## config.mk

```make
export PLATFORM = sky130hd
export DESIGN_NAME = mux_n_pipe
export DESIGN_NICKNAME = d
export VERILOG_FILES = /design/src/rtl/mux_n_pipe_pkg.sv /design/src/rtl/mux_n_pipe_bank.sv /design/src/rtl/mux_n_pipe.sv
export SDC_FILE = /design/constraint.sdc
export NUM_CORES = 1
export LEC_CHECK = 0
export CAP_MARGIN = 20
export CORE_ASPECT_RATIO = 1.25
export CORE_MARGIN = 5
export CORE_UTILIZATION = 38
export DETAILED_ROUTE_END_ITERATION = 8
export PLACE_DENSITY_LB_ADDON = 0.3
export SYNTH_ARGS = -nofsm -noshare
export SYNTH_HDL_FRONTEND = slang
export SYNTH_SLANG_ARGS = --single-unit
```

## constraint.sdc

```tcl
create_clock -name CLK -period 2.5 [get_ports CLK]
set_input_delay 0.5 -clock CLK [delete_from_list [all_inputs] [get_ports CLK]]
set_output_delay 0.5 -clock CLK [all_outputs]
set_load 0.05 [all_outputs]
```

## src/rtl/mux_n_pipe_pkg.sv

```systemverilog
// Shared defaults and derived-width helpers for the pipelined N:1 channel mux.
package mux_n_pipe_pkg;

    localparam int DEF_WIDTH = 16;
    localparam int DEF_N     = 16;

    function automatic int sel_width(input int n);
        return $clog2(n);
    endfunction

    // Channel count must split evenly into two power-of-two half banks
    function automatic bit n_is_legal(input int n);
        return (n >= 4) && ((n & (n - 1)) == 0);
    endfunction

endpackage

```

## src/rtl/mux_n_pipe_bank.sv

```systemverilog
// Combinational M:1 select of WIDTH-bit lanes; the top builds each half bank from one of these.
module mux_bank
    import mux_n_pipe_pkg::*;
#(
    parameter  int WIDTH = DEF_WIDTH,
    parameter  int M     = DEF_N / 2,
    localparam int SW    = sel_width(M)
) (
    input  logic [M*WIDTH-1:0] din,
    input  logic [SW-1:0]      sel,
    output logic [WIDTH-1:0]   dout
);

    always_comb begin
        dout = '0;
        for (int k = 0; k < M; k++) begin
            if (sel == SW'(k)) begin
                dout = din[k*WIDTH +: WIDTH];
            end
        end
    end

endmodule

```

## src/rtl/mux_n_pipe.sv

```systemverilog
// Two-stage valid/ready N:1 channel mux with external or round-robin channel select.
module mux_n_pipe
    import mux_n_pipe_pkg::*;
#(
    parameter  int WIDTH = DEF_WIDTH,
    parameter  int N     = DEF_N,
    localparam int SELW  = sel_width(N)
) (
    input  logic               CLK,
    input  logic               RESET_N,
    input  logic [N*WIDTH-1:0] IN,
    input  logic [SELW-1:0]    SEL,
    input  logic               RR_EN,
    input  logic               IN_VALID,
    output logic               IN_READY,
    output logic [WIDTH-1:0]   OUT,
    output logic [SELW-1:0]    OUT_SEL,
    output logic               OUT_VALID,
    input  logic               OUT_READY
);

    localparam int HALF = N / 2;

    if (!n_is_legal(N)) begin : g_bad_n
        $error("mux_n_pipe: N must be a power of two and at least 4");
    end

    logic              en;
    logic              accept;
    logic [SELW-1:0]   rr_ptr;
    logic [SELW-1:0]   eff_sel;
    logic [WIDTH-1:0]  lo_bank;
    logic [WIDTH-1:0]  hi_bank;

    logic [WIDTH-1:0]  lo_p0;
    logic [WIDTH-1:0]  hi_p0;
    logic [SELW-1:0]   sel_p0;
    logic              vld_p0;
    logic              vld_p1;

    // Whole pipe moves together: it only stalls when the output beat is stuck
    assign en        = !vld_p1 || OUT_READY;
    assign IN_READY  = en;
    assign accept    = IN_VALID && en && RESET_N;
    assign eff_sel   = RR_EN ? rr_ptr : SEL;
    assign OUT_VALID = vld_p1;

    mux_bank #(.WIDTH(WIDTH), .M(HALF)) u_bank_lo (
        .din  (IN[HALF*WIDTH-1:0]),
        .sel  (eff_sel[SELW-2:0]),
        .dout (lo_bank)
    );

    mux_bank #(.WIDTH(WIDTH), .M(HALF)) u_bank_hi (
        .din  (IN[N*WIDTH-1:HALF*WIDTH]),
        .sel  (eff_sel[SELW-2:0]),
        .dout (hi_bank)
    );

    // Pointer wraps naturally at N because N is a power of two
    always_ff @(posedge CLK) begin
        if (!RESET_N) begin
            rr_ptr <= '0;
        end else if (accept && RR_EN) begin
            rr_ptr <= rr_ptr + SELW'(1);
        end
    end

    always_ff @(posedge CLK) begin
        if (!RESET_N) begin
            vld_p0 <= 1'b0;
            vld_p1 <= 1'b0;
        end else if (en) begin
            vld_p0 <= IN_VALID;
            vld_p1 <= vld_p0;
        end
    end

    // Stage 1: both half-bank results plus the full select that chose them
    always_ff @(posedge CLK) begin
        if (accept) begin
            lo_p0  <= lo_bank;
            hi_p0  <= hi_bank;
            sel_p0 <= eff_sel;
        end
    end

    // Stage 2: select MSB picks the half; holds across bubbles and stalls
    always_ff @(posedge CLK) begin
        if (!RESET_N) begin
            OUT     <= '0;
            OUT_SEL <= '0;
        end else if (en && vld_p0) begin
            OUT     <= sel_p0[SELW-1] ? hi_p0 : lo_p0;
            OUT_SEL <= sel_p0;
        end
    end

endmodule

```

==> results of run 1 <==
## final timing paths
kind,to,depth (start not counted),slack (ns),start
min,OUT_SEL[2],2,0.46,OUT_SEL[2]
max reg2reg,lo_p0[1],5,0.34,rr_ptr[1]
min reg2reg,OUT_SEL[2],2,0.46,OUT_SEL[2]
max,hi_p0[8],8,0.18,SEL[2]
## final cells by class
cell class                 count  area (um2)  area share (%)
clock buffer                  14         295            3.49
clock inverter                 2        11.3           0.133
multi-input combinational    392        2840            33.5
antenna                        3        7.51          0.0887
inverter                       8        30.0           0.355
tap                          164         205            2.42
sequential                    62        1600            18.9
timing repair buffer         340        3470            41.0
## cells by family (layout without fill, tap and decap cells)
kind of cell	after synthesis	after routing	synth area share, %
xor+xnor	1	1	0.187
fa+ha+maj	1	1	0.266
flops	62	62	34.1
buf+inv	65	364	6.10
mux	52	52	13.1
compound gates	255	255	36.5
other cells	0	3	0
simple gates	83	83	9.73
## per-layer routing
layer | track usage (%) | wire, um | vias up
met3 | 4.77 | 1660 | 37
met4 | 11.8 | 607 | 0
met1 | 36.8 | 8660 | 2683
met5 | 0 | 0 | -
li1 | - | - | 2610
met2 | 54.0 | 11900 | 314
## worst register-to-register path, cell delays in order (launching register included)
cell and delay [ns]:
dfxtp_1 0.54, inv_1 0.12, a41o_2 0.37, buf_12 0.20, a222oi_1 0.50, o211ai_1 0.16
## through the flow
step	setup TNS [ns]	cells	util [%]	hold WS (ns)
5_1_grt	0	985	69.9	0.500
4_1_cts	0	982	69.8	0.472
6_report	0	985	69.9	0.465
3_5_place_dp	-7.59	966	67.2	0.460
3_3_place_gp	-6.29	966	67.2	0.449
2_1_floorplan	0	519	-	0.453
## layout by cell type (no fill, tap or decap), types with 3 or more instances in the layout
cell type and n:
o21ai_0 124, o211ai_1 32, and3b_1 3, o211a_1 16, inv_1 8, clkbuf_8 3, mux2_1 4, a21boi_0 5
nor2_1 3, edfxtp_1 36, clkdlybuf4s50_1 283, nand2b_1 34, o21ai_1 5, a21o_1 32, buf_12 16, dfxtp_1 26
nand2_1 25, mux2_2 20, diode_2 3, a222oi_1 32, mux2i_1 16, mux2_4 10, buf_4 38, clkbuf_16 10
## power by group through the flow
stage | clock network (mW) | logic, mW | registers, mW
finish | 1.23 | 1.19 | 1.21
global route | 1.29 | 1.26 | 1.21
CTS | 1.25 | 1.18 | 1.21
detailed placement | 0 | 1.18 | 1.23
global placement | 0 | 1.17 | 1.23
floorplan | 0 | 0.418 | 1.29
## sequential cells by signal, indices dropped and copies added, names as in the netlist
register / cells
rr_ptr: 4
OUT: 16
OUT_SEL: 4
sel_p0: 4
lo_p0: 16
vld_p0: 1
OUT_VALID: 1
hi_p0: 16
## timing repair
action	CTS	global route
resized for setup	0	5
setup endpoints to repair	0	16
endpoints found under the hold margin	0	0
==> impl_metrics.json, run 1 <==
{
  "h-tree-depth": 3,
  "overflow": 0,
  "grt_usage_pct": 30.6,
  "cpPeakStageDelay_ns": 0.49,
  "coreArea_mm2": 0.0121,
  "numCtsBuffers": 9,
  "syn_to_final_growth_pct": 80.3,
  "pin_count": 287,
  "pwr-share-comb_pct": 32.8,
  "wl_um": 22800,
  "antenna_found_initial": 3,
  "die_w_um": 109,
  "syn_area_mm2": 0.00469,
  "synth-seq-cells": 62,
  "clock_latency_ns": 0.33,
  "async_flop_share_pct": 0,
  "viasPerCell": 5.73,
  "num_vias": 5644,
  "final_antenna_net_count": 0,
  "post-synth-top-area-cell": "edfxtp_1",
  "synth.most_common_cell": "o21ai_0",
  "finalPower_mw": 3.63,
  "drt_iter0_drc": 497,
  "cts.sinks": 62,
  "post-route-period-util_pct": 92.6,
  "path_cells": "clkdlybuf4s50_1 -> buf_4 -> mux2i_4 -> buf_12 -> nand2b_1 -> a222oi_1 -> buf_4 -> o211ai_1",
  "fp-row-count": 45,
  "slew_headroom_pct": 65.4,
  "die-area_mm2": 0.0147,
  "end_kind": "flip-flop",
  "setup_viol": 0,
  "crit_family": "buffers and inverters",
  "preCtsSetupSlack_ns": -0.330,
  "p_per_area_mw_per_mm2": 429,
  "clkTransAtPathRegs_ns": 0.05,
  "peakVddDrop_mv": 0.370,
  "synth_area_leaders": "edfxtp_1 (23%), o21ai_0 (13%), dfxtp_1 (11%)",
  "cts_hold_buf": 0,
  "grt_pass1_vias": 5898,
  "yosysWarnings": 0,
  "nFillCells": 967,
  "dp.final_hpwl_um": 19000,
  "grt_max_degree": 37,
  "leakagePower_nw": 3.22,
  "fin_crit_ns": 2.32,
  "drt-pass1-iter-count": 8,
  "initial_core_util_pct": 38.8,
  "worst_slew_pin_slew_ns": 0.517,
  "ys_seq_area_share_pct": 34.1,
  "sw_frac_of_total_pct": 25.9,
  "ys_types": 44,
  "finClkSkew_ns": 0.00640,
  "drv_cap": 0,
  "drive_above_1_share_pct": 13.4,
  "slew_viol_final": 0,
  "yosys-top-cells-count": "o21ai_0 (124), clkbuf_1 (43), edfxtp_1 (36), nand2b_1 (34)",
  "cp-start-kind": "primary input",
  "netlist.area_leader.share_pct": 23.0,
  "drc": 0,
  "fmax_mhz": 432,
  "die_y_um": 134,
  "rsz0062_at_grt": "no",
  "synth_top_flop_cell": "edfxtp_1",
  "design_area_mm2": 0.00846,
  "synth.net_count": 785,
  "crit_fanout": 12,
  "grt_pass1_wl_um": 33800,
  "power.share.clock_pct": 33.9,
  "synth_edf_count": 36,
  "critPathBufInv": 4,
  "syn_avg_cell_area_um2": 9.05,
  "io_buffers": 286,
  "worst_ep_required_time_ns": 2.56,
  "gp_congestion": 0.960,
  "status": "completed",
  "worstPathArrival_ns": 2.38,
  "crit_path_frequent_cell": "buf_4",
  "wl_per_cell_um": 23.2,
  "p_switching_mw": 0.939,
  "cts_buffer_depth": 2,
  "seqPwrFrac_pct": 33.3,
  "tritoncts": "yes",
  "worst_slack_ns": 0.185,
  "p_int_mw": 2.69,
  "cp_slowest_cell": "clkdlybuf4s50_1",
  "cts_setup_buffers": 0,
  "syn_inst": 519,
  "root_buffer": "clkbuf_16",
  "final_nets": 1079,
  "holdCritPathClass": "flip-flop to flip-flop",
  "critPathKind": "primary input to flip-flop",
  "place_area_mm2": 0.00814,
  "final_hold_viol_count": 0
}
Power figures use the tool's default switching activity.
==> run 2, diff against run 1 <==
--- a/constraint.sdc
+++ b/constraint.sdc
@@ -3,2 +3,2 @@
 set_output_delay 0.5 -clock CLK [all_outputs]
-set_load 0.05 [all_outputs]
+set_load 0.1 [all_outputs]
==> run 2 against run 1 <==
Compared with the run above:
- the run now ends with setup timing left
- clock skew increased by 0.0013 ns
- sequential share of layout area increased by 0.12 points
- flip-flop and latch count unchanged
- critical path depth unchanged
- first-iteration DRC count increased by 30%
- register-to-register slack got worse by 0.23 ns
- largest power group is now combinational logic
- combinational power increased by 8%
- setup slack got worse by 0.19 ns
- fmax decreased by 7.7%
- non-clock buffer count unchanged
- final area decreased by 0.65%
==> impl_metrics.json, run 2 (same netlist as run 1, synthesis figures left out) <==
{
  "status": "complete, but fails checks",
  "violations": "setup timing",
  "regToRegStartpoint": "rr_ptr[2]",
  "top_regs": "OUT (16), hi_p0 (16), lo_p0 (16)",
  "coreArea_mm2": 0.0121,
  "peakVddDrop_mv": 0.350,
  "finClkSkew_ns": 0.00766,
  "reg2reg_to": "lo_p0[2]",
  "stdcell_count": 983,
  "initial_core_util_pct": 38.8,
  "critPathLaunch": "SEL[2]",
  "fmax_mhz": 398,
  "die_w_um": 109,
  "rsz0062_at_grt": "no",
  "final_hold_viol_count": 0,
  "gp_congestion": 0.905,
  "cts.sinks": 62,
  "crit_fanout": 19,
  "h-tree-depth": 3,
  "end_kind": "flip-flop",
  "root_buffer": "clkbuf_16",
  "busiest_layer": "met2",
  "sw_frac_of_total_pct": 28.5,
  "antenna_found_initial": 2,
  "drive_above_1_share_pct": 15.8,
  "met3_usage_pct": 5.63,
  "grt_max_degree": 37,
  "regArea_mm2": 0.00160,
  "met2_usage_pct": 52.7,
  "placed_cells": 963,
  "p_int_mw": 2.65,
  "numCtsBuffers": 9,
  "final_antenna_net_count": 0,
  "clkTransAtPathRegs_ns": 0.05,
  "finalPower_mw": 3.71,
  "cts_buffer_depth": 2,
  "clock_latency_ns": 0.32,
  "pwr-share-comb_pct": 34.9,
  "hold_start": "OUT_SEL[2]",
  "post-route-period-util_pct": 100,
  "dp.final_hpwl_um": 18300,
  "grt_pass1_vias": 5806,
  "slew_viol_final": 0,
  "final_nets": 1079,
  "p_per_area_mw_per_mm2": 441,
  "die-area_mm2": 0.0147,
  "tritoncts": "yes",
  "nFillCells": 938,
  "worst_slack_ns": -0.00994,
  "slew_headroom_pct": 51.8,
  "drt-pass1-iter-count": 9,
  "viasPerCell": 5.76,
  "io_buffers": 286,
  "layout_commonest_cell": "clkdlybuf4s50_1",
  "drt_iter0_drc": 646,
  "grt_use_met1_pct": 36.1,
  "wl_um": 22400,
  "power.share.clock_pct": 32.7,
  "holdCritPathClass": "flip-flop to flip-flop",
  "syn_to_final_growth_pct": 79.1,
  "drc": 0,
  "mostFrequentLayoutCells": "clkdlybuf4s50_1 (261), o21ai_0 (124), buf_4 (58)",
  "p_switching_mw": 1.06,
  "die_y_um": 134,
  "reg2reg_depth": 7,
  "worst_slew_pin_slew_ns": 0.723,
  "pin_count": 287,
  "setup_viol": 1,
  "worstPathArrival_ns": 2.53,
  "num_vias": 5664,
  "worst_ep_required_time_ns": 2.52,
  "grt_usage_pct": 29.8,
  "overflow": 0,
  "wl_per_cell_um": 22.8,
  "endpoint": "lo_p0[2]",
  "rrSetupSlack_ns": 0.11,
  "cts_hold_buf": 0,
  "drv_cap": 0,
  "seqPwrFrac_pct": 32.4,
  "multi_input_area_mm2": 0.00284,
  "fp-row-count": 45,
  "cp-start-kind": "primary input",
  "leakagePower_nw": 3.24,
  "grt_pass1_wl_um": 33200,
  "critPathKind": "primary input to flip-flop",
  "fin_crit_ns": 2.51
}
-- run 2: metal layers --
| layer | vias up | wire length (um) |
|---|---|---|
| met4 | 2 | 529 |
| met3 | 44 | 1730 |
| met1 | 2678 | 8410 |
| met5 | - | 13 |
| met2 | 331 | 11700 |
| li1 | 2609 | - |
-- run 2: final cells by class --
type / count / area share, %
Antenna cell: 1 / 0.0298
Clock inverter: 5 / 0.699
Multi-Input combinational cell: 392 / 33.7
Sequential cell: 62 / 19.0
Inverter: 8 / 0.357
Timing Repair Buffer: 340 / 40.9
Tap cell: 164 / 2.44
Clock buffer: 11 / 2.77
-- run 2: power groups by stage --
stage               sequential, mW  combinational (mW)  clock [mW]
finish                        1.20                1.29        1.21
global route                  1.21                1.36        1.28
CTS                           1.20                1.29        1.23
detailed placement            1.22                1.27           0
global placement              1.22                1.26           0
floorplan                     1.38               0.420           0
-- run 2: timing repair --
item,4_1_cts,5_1_grt
buffers inserted,1,0
gates cloned,1,0
setup endpoints to repair,24,6
pin swaps,2,4
gates resized for setup,2,3
-- run 2: through the flow --
step / setup slack [ns] / utilization, % / hold WS (ns) / TNS, ns / cell area [um2]
floorplan: 0.0707 / - / 0.453 / 0 / 4700
global placement: -0.587 / 66.6 / 0.451 / -11.91 / 8060
detailed placement: -0.639 / 66.6 / 0.458 / -12.81 / 8060
CTS: 0.0254 / 69.3 / 0.466 / 0 / 8390
global route: 0.0146 / 69.5 / 0.497 / 0 / 8410
finish: -0.00994 / 69.5 / 0.462 / -0.00994 / 8410
-- run 2: critical path, cell delays in order --
cell and delay (ns):
clkdlybuf4s50_1 0.48, buf_4 0.15, nor4b_1 0.06, a41o_1 0.25, buf_12 0.16, buf_12 0.15, a222oi_1 0.52, o211ai_1 0.24
-- run 2: how the worst min path moves through the flow --
stage            endpoint  slack (ns)  depth (start not counted)
2_1_floorplan   rr_ptr[3]        0.45                          2
5_1_grt        OUT_SEL[0]        0.50                          2
6_report       OUT_SEL[2]        0.46                          2
3_3_place_gp   OUT_SEL[3]        0.45                          2
4_1_cts        OUT_SEL[0]        0.47                          2
3_5_place_dp   OUT_SEL[0]        0.46                          2
==> run 3, diff against run 2 <==
- PLACE_DENSITY: unset -> 0.89
- PLACE_DENSITY_LB_ADDON: 0.3 -> unset
==> run 3 against run 2 <==
Compared with the run above:
- the run ends with DRC left
- sequential share of layout area grew 0.13 points
- non-clock buffer count shrank 1
- critical path depth shrank 2
- clock skew shrank 0.0026 ns
- global-route usage grew 0.16 points
- critical path type unchanged
- highest routed layer is now met4
==> impl_metrics.json, run 3 (same netlist as run 1, synthesis figures left out) <==
{
  "status": "complete, but fails checks",
  "violations": "DRC",
  "sw_frac_of_total_pct": 29.4,
  "cts_buffer_depth": 2,
  "leakagePower_nw": 3.22,
  "wl_per_cell_um": 23.2,
  "critPathLaunch": "SEL[0]",
  "regArea_mm2": 0.00160,
  "slew_viol_final": 0,
  "tns_ns": 0,
  "grt_pass1_wl_um": 33300,
  "final_hold_viol_count": 0,
  "holdCritPathClass": "flip-flop to flip-flop",
  "h-tree-depth": 3,
  "p_per_area_mw_per_mm2": 450,
  "preCtsSetupSlack_ns": -0.407,
  "initial_core_util_pct": 38.8,
  "layout_commonest_cell": "clkdlybuf4s50_1",
  "drt_iter0_drc": 679,
  "pin_count": 287,
  "hold_end": "OUT_SEL[2]",
  "finalPower_mw": 3.76,
  "reg2reg_to": "lo_p0[10]",
  "end_kind": "flip-flop",
  "antenna_found_initial": 2,
  "cp-start-kind": "primary input",
  "cts.sinks": 62,
  "setup_viol": 0,
  "gp_congestion": 0.957,
  "whs_path_depth": 2,
  "reg2reg_depth": 5,
  "p_switching_mw": 1.10,
  "viasPerCell": 5.92,
  "nFillCells": 934,
  "post-route-util_pct": 69.0,
  "post-route-period-util_pct": 97.7,
  "cpPeakStageDelay_ns": 0.48,
  "fp-row-count": 45,
  "final_antenna_net_count": 0,
  "coreArea_mm2": 0.0121,
  "cp_slowest_cell": "clkdlybuf4s50_1",
  "final_nets": 1078,
  "rrSetupSlack_ns": 0.25,
  "power.share.clock_pct": 33.6,
  "critPathKind": "primary input to flip-flop",
  "mostFrequentLayoutCells": "clkdlybuf4s50_1 (263), o21ai_0 (124), buf_4 (63)",
  "fin_crit_ns": 2.44,
  "root_buffer": "clkbuf_16",
  "num_vias": 5821,
  "clkTransAtPathRegs_ns": 0.06,
  "path_cells": "clkdlybuf4s50_1 -> mux2i_4 -> buf_12 -> mux2_2 -> a222oi_1 -> o211ai_1",
  "drv_cap": 0,
  "worstPathArrival_ns": 2.47,
  "p_int_mw": 2.65,
  "io_buffers": 286,
  "worst_slack_ns": 0.0586,
  "drive_above_1_share_pct": 15.8,
  "pwr-share-comb_pct": 34.3,
  "fmax_mhz": 410,
  "grt_max_degree": 37,
  "tritoncts": "yes",
  "overflow": 0,
  "clock_latency_ns": 0.33,
  "dp.final_hpwl_um": 18500,
  "peakVddDrop_mv": 0.344,
  "slew_headroom_pct": 67.6,
  "grt_pass1_vias": 5995,
  "hold_start": "OUT_SEL[2]",
  "die_w_um": 109,
  "grt_usage_pct": 30.0,
  "die-area_mm2": 0.0147,
  "numCtsBuffers": 9,
  "wl_um": 22800,
  "rsz0062_at_grt": "no",
  "cts_hold_buf": 0,
  "top_regs": "OUT (16), hi_p0 (16), lo_p0 (16)",
  "hold_slack_ns": 0.468,
  "drt-pass1-iter-count": 9,
  "finClkSkew_ns": 0.00510,
  "die_y_um": 134,
  "drc": 12,
  "regToRegStartpoint": "rr_ptr[0]",
  "worst_ep_required_time_ns": 2.52,
  "crit_fanout": 12,
  "worst_slew_pin_slew_ns": 0.485,
  "syn_to_final_growth_pct": 77.9,
  "seqPwrFrac_pct": 32.1,
  "multi_input_area_mm2": 0.00284
}
run 3: changes by cell type in the layout (fill, tap and decap cells not counted), sizes merged, moves of 2 or more:
cell,before,now
inv,9,11
clkdlybuf4s50,261,263
clkinv,1,3
clkinvlp,2,0
clkbuf,12,9
run 3: timing repair:
item | 4_1_cts | 5_1_grt
setup endpoints to repair | 4 | 0
buffers inserted | 0 | 0
gates resized for setup | 1 | 0
run 3: power groups by stage:
stage,combinational [mW],sequential [mW],clock [mW]
after floorplan,0.420,1.38,0
after global placement,1.25,1.22,0
after detailed placement,1.26,1.23,0
after CTS,1.28,1.21,1.27
after global routing,1.34,1.21,1.32
final,1.29,1.20,1.26
run 3: how the worst max path moves through the flow:
stage / cells after the start / slack, ns / to
6_report: 6 / 0.06 / lo_p0[10]
5_1_grt: 7 / 0.02 / hi_p0[10]
4_1_cts: 6 / 0.11 / lo_p0[10]
3_5_place_dp: 6 / -0.41 / lo_p0[10]
3_3_place_gp: 6 / -0.41 / lo_p0[10]
2_1_floorplan: 6 / 0.07 / OUT[0]
run 3: per-stage QoR:
stage / std cells / cell area (um2)
CTS: 981 / 8350
floorplan: 519 / 4700
finish: 983 / 8350
detailed placement: 964 / 8010
global placement: 964 / 8010
global route: 983 / 8350
run 3: final cells by class:
cell class	instances	share of cell area, %
Tap cell	164	2.46
Multi-Input combinational cell	392	34.0
Clock buffer	9	2.70
Clock inverter	7	0.959
Inverter	8	0.360
Sequential cell	62	19.2
Timing Repair Buffer	339	40.3
Antenna cell	2	0.0599
run 3: per-layer routing:
metal	GRT usage, %	up-vias	share of wire (%)
li1	-	2611	-
met2	53.3	399	52
met1	34.2	2758	35
met4	13.7	0	4.1
met5	0	-	0
met3	5.49	53	9.0
run 3: worst max-delay path, delay by kind of cell:
kind	cells	cell delay [ns]
compound gates	2	0.64
buf+inv	2	0.68
mux	2	0.63
